## config.mk

```make
export PLATFORM = sky130hd
export DESIGN_NAME = scoreboard_forward_unit
export DESIGN_NICKNAME = d
export VERILOG_FILES = /design/src/rtl/scoreboard_forward_unit.sv
export SDC_FILE = /design/constraint.sdc
export NUM_CORES = 1
export LEC_CHECK = 0
export CORE_MARGIN = 1
export CORE_UTILIZATION = 35
export DETAILED_ROUTE_END_ITERATION = 12
export DONT_BUFFER_PORTS = 1
export SYNTH_ARGS = -nofsm -noshare
export SYNTH_HDL_FRONTEND = slang
export SYNTH_SLANG_ARGS = --single-unit
export TNS_END_PERCENT = 20
```

## constraint.sdc

```tcl
create_clock -name CLK -period 4.6 [get_ports CLK]
set_clock_uncertainty 0.2 [all_clocks]
set_input_delay 0.23 -clock CLK [delete_from_list [all_inputs] [get_ports CLK]]
set_output_delay 0.23 -clock CLK [all_outputs]
set_load 0.02 [all_outputs]
```

## src/rtl/scoreboard_forward_unit.sv

```systemverilog
// Shift-register scoreboard of in-flight register writers.
// Issues load-use / long-latency stalls and registered bypass selects.
module scoreboard_forward_unit #(
  parameter int NREGS = 32,
  parameter int DEPTH = 3,
  parameter int NSRC  = 2,
  parameter int LAT_W = 2,
  localparam int RW = $clog2(NREGS),
  localparam int SW = $clog2(DEPTH + 2)
) (
  input  logic               CLK,
  input  logic               RST,
  input  logic               adv,
  input  logic               flush,
  input  logic               iss_valid,
  input  logic               iss_wen,
  input  logic [RW-1:0]      iss_dest,
  input  logic [LAT_W-1:0]   iss_lat,
  input  logic [NSRC-1:0]    src_valid,
  input  logic [NSRC*RW-1:0] src_reg,
  output logic               stall,
  output logic [NSRC*SW-1:0] fwd_sel,
  output logic [NREGS-1:0]   busy
);

  logic [DEPTH:1]   slot_v;
  logic [RW-1:0]    slot_d [1:DEPTH];
  logic [LAT_W-1:0] slot_l [1:DEPTH];

  logic [RW-1:0]    src  [NSRC];
  logic [SW-1:0]    sel  [NSRC];
  logic [NSRC-1:0]  pend;
  logic             ins;

  for (genvar g = 0; g < NSRC; g++) begin : g_src
    assign src[g] = src_reg[g*RW +: RW];
  end

  // Scan oldest to youngest so the youngest match overwrites.
  always_comb begin
    pend = '0;
    for (int s = 0; s < NSRC; s++) begin
      sel[s] = '0;
      if (src_valid[s] && src[s] != '0) begin
        for (int k = DEPTH; k >= 1; k--) begin
          if (slot_v[k] && slot_d[k] == src[s]) begin
            sel[s]  = SW'(k + 1);
            pend[s] = (k < int'(slot_l[k]));
          end
        end
      end
    end
  end

  assign stall = (|pend) && iss_valid && !flush;
  assign ins   = iss_valid && iss_wen && !stall && !flush;

  always_comb begin
    busy = '0;
    for (int k = 1; k <= DEPTH; k++) begin
      if (slot_v[k]) busy[slot_d[k]] = 1'b1;
    end
    busy[0] = 1'b0;
  end

  always_ff @(posedge CLK) begin
    if (RST) begin
      slot_v  <= '0;
      fwd_sel <= '0;
      for (int k = 1; k <= DEPTH; k++) begin
        slot_d[k] <= '0;
        slot_l[k] <= '0;
      end
    end else if (adv) begin
      slot_v[1] <= ins;
      slot_d[1] <= iss_dest;
      slot_l[1] <= iss_lat;
      // A resolved branch in EX squashes the instruction in slot 1.
      slot_v[2] <= slot_v[1] && !flush;
      slot_d[2] <= slot_d[1];
      slot_l[2] <= slot_l[1];
      for (int k = 3; k <= DEPTH; k++) begin
        slot_v[k] <= slot_v[k-1];
        slot_d[k] <= slot_d[k-1];
        slot_l[k] <= slot_l[k-1];
      end
      if (stall || flush || !iss_valid) begin
        fwd_sel <= '0;
      end else begin
        for (int s = 0; s < NSRC; s++) begin
          fwd_sel[s*SW +: SW] <= sel[s];
        end
      end
    end
  end

  a_lat_range: assert property (
    @(posedge CLK) disable iff (RST)
    (iss_valid && iss_wen && !flush) |-> (int'(iss_lat) <= DEPTH)
  );

endmodule
```

=== Word level (Yosys, flattened, before mapping) ===
Memories as Yosys holds them, arrays and structs flattened.
Index checks and enable logic that the tools add are counted.

* Bits in writable memories: 21
* Word-level logic and storage cells: 86
* Memories: 2
* Input port bits: 25
* Output and inout port bits: 39
* Flip-flop bits (word level): 9

{| class="wikitable"
|+ Memory list
! name !! words !! bits a word !! rd ports !! clocked after Yosys merged registers in !! write ports !! line !! RTL
|-
| slot_d || 3 || 5 || 3 || 0 || 3 || 27 || <nowiki>logic [RW-1:0] slot_d [1:DEPTH];</nowiki>
|-
| slot_l || 3 || 2 || 2 || 0 || 3 || 28 || <nowiki>logic [LAT_W-1:0] slot_l [1:DEPTH];</nowiki>
|}

* Reduce and logical (&&, ||, !) cells: 25
* Mux-type cells: 35
* Bitwise gates (word level): 8
* $lt $le $gt $ge: 8
* Equality and inequality tests: 6

{| class="wikitable"
|+ Operators with widths
! operator !! number
|-
| 32-bit 2-to-1 mux || 3
|-
| 32-bit bitwise OR || 2
|-
| 5-bit equality test || 6
|-
| 3-bit 2-to-1 mux || 8
|-
| 5-bit by 6-bit < comparator with 1-bit output (second input constant) || 3
|-
| 1-bit logical AND || 17
|-
| 1-bit demux with 5-bit select || 3
|-
| 5-bit by 1-bit greater-or-equal comparator with 1-bit output (second input constant) || 3
|-
| 5-bit 2-to-1 mux || 3
|-
| 1-bit 2-to-1 mux || 14
|-
| 5-bit nonzero test || 2
|-
| 2-bit 2-to-1 mux || 3
|-
| 6-bit 2-to-1 mux || 1
|-
| 1-bit bitwise OR || 6
|-
| 1-bit logical NOT || 3
|-
| 1-bit logical OR || 2
|-
| 1-bit by 2-bit < comparator with 1-bit output (first input constant) || 1
|-
| 2-bit < comparator (first input constant) || 1
|-
| 2-bit OR reduction || 1
|}

=== Depth between registers and ports, before layout ===
An unclocked memory read counts as a cell.

* Depth in word-level cells: 12
* Mapped depth: 6
* Gate-level depth less buffers: 5

=== Worst setup path after synthesis ===
OpenSTA, ideal clock, no wires.

* Path kind: register -> output
* From: register slot_d[0][9] (netlist name)
* To: output stall
* Stages on the path, launching flop included: 7
* Slack: 2.413 ns
* Arrival time: 1.757 ns
* Cell sequence: edfxtp_1 > buf_2 > xor2_1 > nor4_1 > and3_1 > mux2i_2 > o31a_2

{| class="wikitable"
|+ RTL lines
! element !! line !! RTL
|-
| to (decl) || 21 || <nowiki>output logic stall,</nowiki>
|}

==> flow_metrics.tcl <==
set metrics [dict create \
    outcome "finished with violations" \
    failed_checks "design-rule violations" \
    ys.flop_type "edfxtp_1" \
    io_buffers 0 \
    multi_input_area_mm2 0.00152 \
    power.density_mw_per_mm2 225 \
    slowest_stage "nor4_1" \
    cp-start-kind "register" \
    initial_core_util_pct 36.9 \
    slew_headroom_pct 36.8 \
    cts-resized-gates 0 \
    cts_tree "yes" \
    cp.required_ns 4.17 \
    critPathMaxFanout 11 \
    register_area_um2 751 \
    syn_to_final_growth_pct 7.51 \
    cp_num_buf_inv 0 \
    antenna_found_initial 0 \
    gr-total-overflow 0 \
    ios 64 \
    ys_seq_area_share_pct 31.3 \
    cts.sinks 28 \
    gr-usage-all-layers_pct 18.9 \
    wl_um 6800 \
    place_area_mm2 0.00240 \
    final.period_utilization_pct 63.5 \
    hold_violations 0 \
    synth_warnings 0 \
    vdd_drop_max_uv 106 \
    grt_pass1_vias 2071 \
    synth_area_mm2 0.00240 \
    clk_path_buf_depth 2 \
    hold_path_class "primary input to register" \
    cts_root_buf "clkbuf_8" \
    fp.dieW_um 84.8 \
    ant_nets 0 \
    htreeDepth 1 \
    wl_per_cell_um 18.5 \
    yosys_register_bits 28 \
    rows 29 \
    worstPathArrival_ns 2.49 \
    synth_edf_count 19 \
    drc_errors 6 \
    grt_setup_unrepaired "no" \
    syn_nets 325 \
    dp_hpwl_um 4970 \
    critPathKind "register to primary output" \
    nets 317 \
    end_kind "primary output" \
    drive_gt1_share_pct 4.81 \
    critical-path-max-stage-delay_ns 0.67 \
    n_fill_cell 671 \
    dieArea_mm2 0.00719 \
    crit_chain "xor2_1, nor4_1, and2_1, nor3_1, o31a_2" \
    finalMaxSlewViolations 0 \
    tightest_slew_ns 0.946 \
    syn_inst 300 \
    tns_ns 0 \
    syn-mean-instance-area_um2 8.00 \
    die_height_um 84.8 \
    drt_iter0_drc 244 \
    design_area_mm2 0.00258 \
    core_mm2 0.00649 \
    async_reset_ff_share_pct 0 \
    detail_route.vias_per_cell 5.90 \
    path_delay_family "simple AND/OR/NAND/NOR gates" \
    max_cap_violations 0 \
    finalWorstPathRequiredPeriod_ns 2.92 \
    clock_latency_ns 0.28 \
    routabilityCongestion 0.878 \
    setup_viol 0 \
    synth_cell_types 46 \
    p_leak_uw 0.00111 \
    grt_pass1_wl_um 10800 \
    cts_buffers 3 \
    antenna_cells 0 \
    dr.pass1.iters 9 \
    path_clk_slew_ns 0.10 \
    grt_max_degree 22 \
    max_freq_mhz 342 \
    vias 2170 \
]
## tightest hold or removal path, delay by kind of cell
| kind | cells | cell delay, ns |
|---|---|---|
| AND/OR/NAND/NOR | 2 | 0.18 |
| AO/OA/AOI/OAI | 1 | 0.06 |
## power breakdown
part	switching, uW	total (uW)	internal [uW]
Combinational	37.0	72.1	35.1
Sequential	28.1	311	283
Clock	80.2	197	117
Total	145	580	434
## area by class of cell
| cell class | instances | area share, % |
|---|---|---|
| flip-flops and latches | 28 | 29.1 |
| inverters | 5 | 0.728 |
| clock buffers | 3 | 1.60 |
| clock inverters | 1 | 1.16 |
| multi-input cells | 242 | 59.1 |
| well taps | 77 | 3.74 |
| repair buffers | 12 | 4.56 |
## state kept, by name (all words and copies together), names as in the netlist
signal and cells:
fwd_sel 6, slot_l 4, slot_d 15, slot_v 3
## cell families (layout without fill, tap and decap cells)
group                  after synthesis  count (layout)  synth area share, %
other                                1               1                0.156
AO/OA/AOI/OAI                       51              51                 16.5
flip-flops                          28              28                 31.3
AND/OR/NAND/NOR                    158             158                 34.9
buffers and inverters               30              21                 5.16
XOR/XNOR                            30              30                 11.0
multiplexers                         2               2                0.991
## worst paths after layout
path / slack [ns] / cells after the start / endpoint / startpoint
max: 1.68 / 5 / stall / slot_d[0][8]
min: 0.03 / 3 / fwd_sel[4] / RST
max reg2reg: 2.19 / 5 / slot_v[1] / slot_d[0][8]
min reg2reg: 0.33 / 1 / slot_l[2][0] / slot_l[1][0]
## cell usage after synthesis (2+ instances only)
master	n	area, um2
a21oi_1	2	10.0
a222oi_1	3	30.0
a22oi_1	28	210
a31o_2	2	17.5
and2_1	23	144
and3_1	10	62.6
and3b_1	8	70.1
buf_1	2	7.51
buf_2	2	10.0
buf_4	2	15.0
clkbuf_1	18	67.6
dfxtp_1	9	180
edfxtp_1	19	571
inv_1	5	18.8
nand2_1	69	259
nand3_1	3	15.0
nor2_1	9	33.8
nor2b_1	2	12.5
nor3_1	5	25.0
nor3b_1	13	97.6
nor4_1	6	37.5
o2111ai_1	2	17.5
o21ai_0	5	25.0
o31ai_1	2	15.0
or4_4	2	22.5
xnor2_1	6	52.6
xor2_1	24	210
## stage by stage
step | hold slack, ns | instances | util [%] | worst slack [ns] | power (uW)
floorplan | 0.0991 | 300 | - | 2.41 | 367
global placement | 0.103 | 353 | 36.9 | 2.12 | 378
detailed placement | 0.101 | 353 | 36.9 | 2.00 | 381
CTS | 0.0377 | 368 | 39.7 | 1.67 | 582
global route | 0.0449 | 368 | 39.7 | 1.45 | 601
finish | 0.0305 | 368 | 39.7 | 1.68 | 580
## what timing repair did
item | 4_1_cts | 5_1_grt
setup buffers | 0 | 0
endpoints found under the setup margin | 0 | 0
hold buffers | 11 | 0
hold endpoints to repair | 10 | 0
## layer usage
layer	track usage, %	vias to the layer above	part of all wire (%)
met5	0	-	0
met2	32.2	76	49
met4	3.54	0	1.2
met3	4.62	6	6.7
met1	24.6	1044	43
li1	-	1044	-
## cells in the final DEF (no fill, tap or decap), types with 3 or more instances in the layout
| cell type | instances |
|---|---|
| xnor2_1 | 6 |
| a222oi_1 | 3 |
| nor3_1 | 5 |
| nor3b_1 | 13 |
| a22oi_1 | 28 |
| nor2_1 | 9 |
| edfxtp_1 | 19 |
| nand3_1 | 3 |
| o21ai_0 | 5 |
| nor4_1 | 6 |
| xor2_1 | 24 |
| inv_1 | 5 |
| and3b_1 | 8 |
| dlygate4sd3_1 | 11 |
| clkbuf_8 | 3 |
| nand2_1 | 69 |
| and2_1 | 23 |
| dfxtp_1 | 9 |
| and3_1 | 10 |
Power figures use the tool's default switching activity.
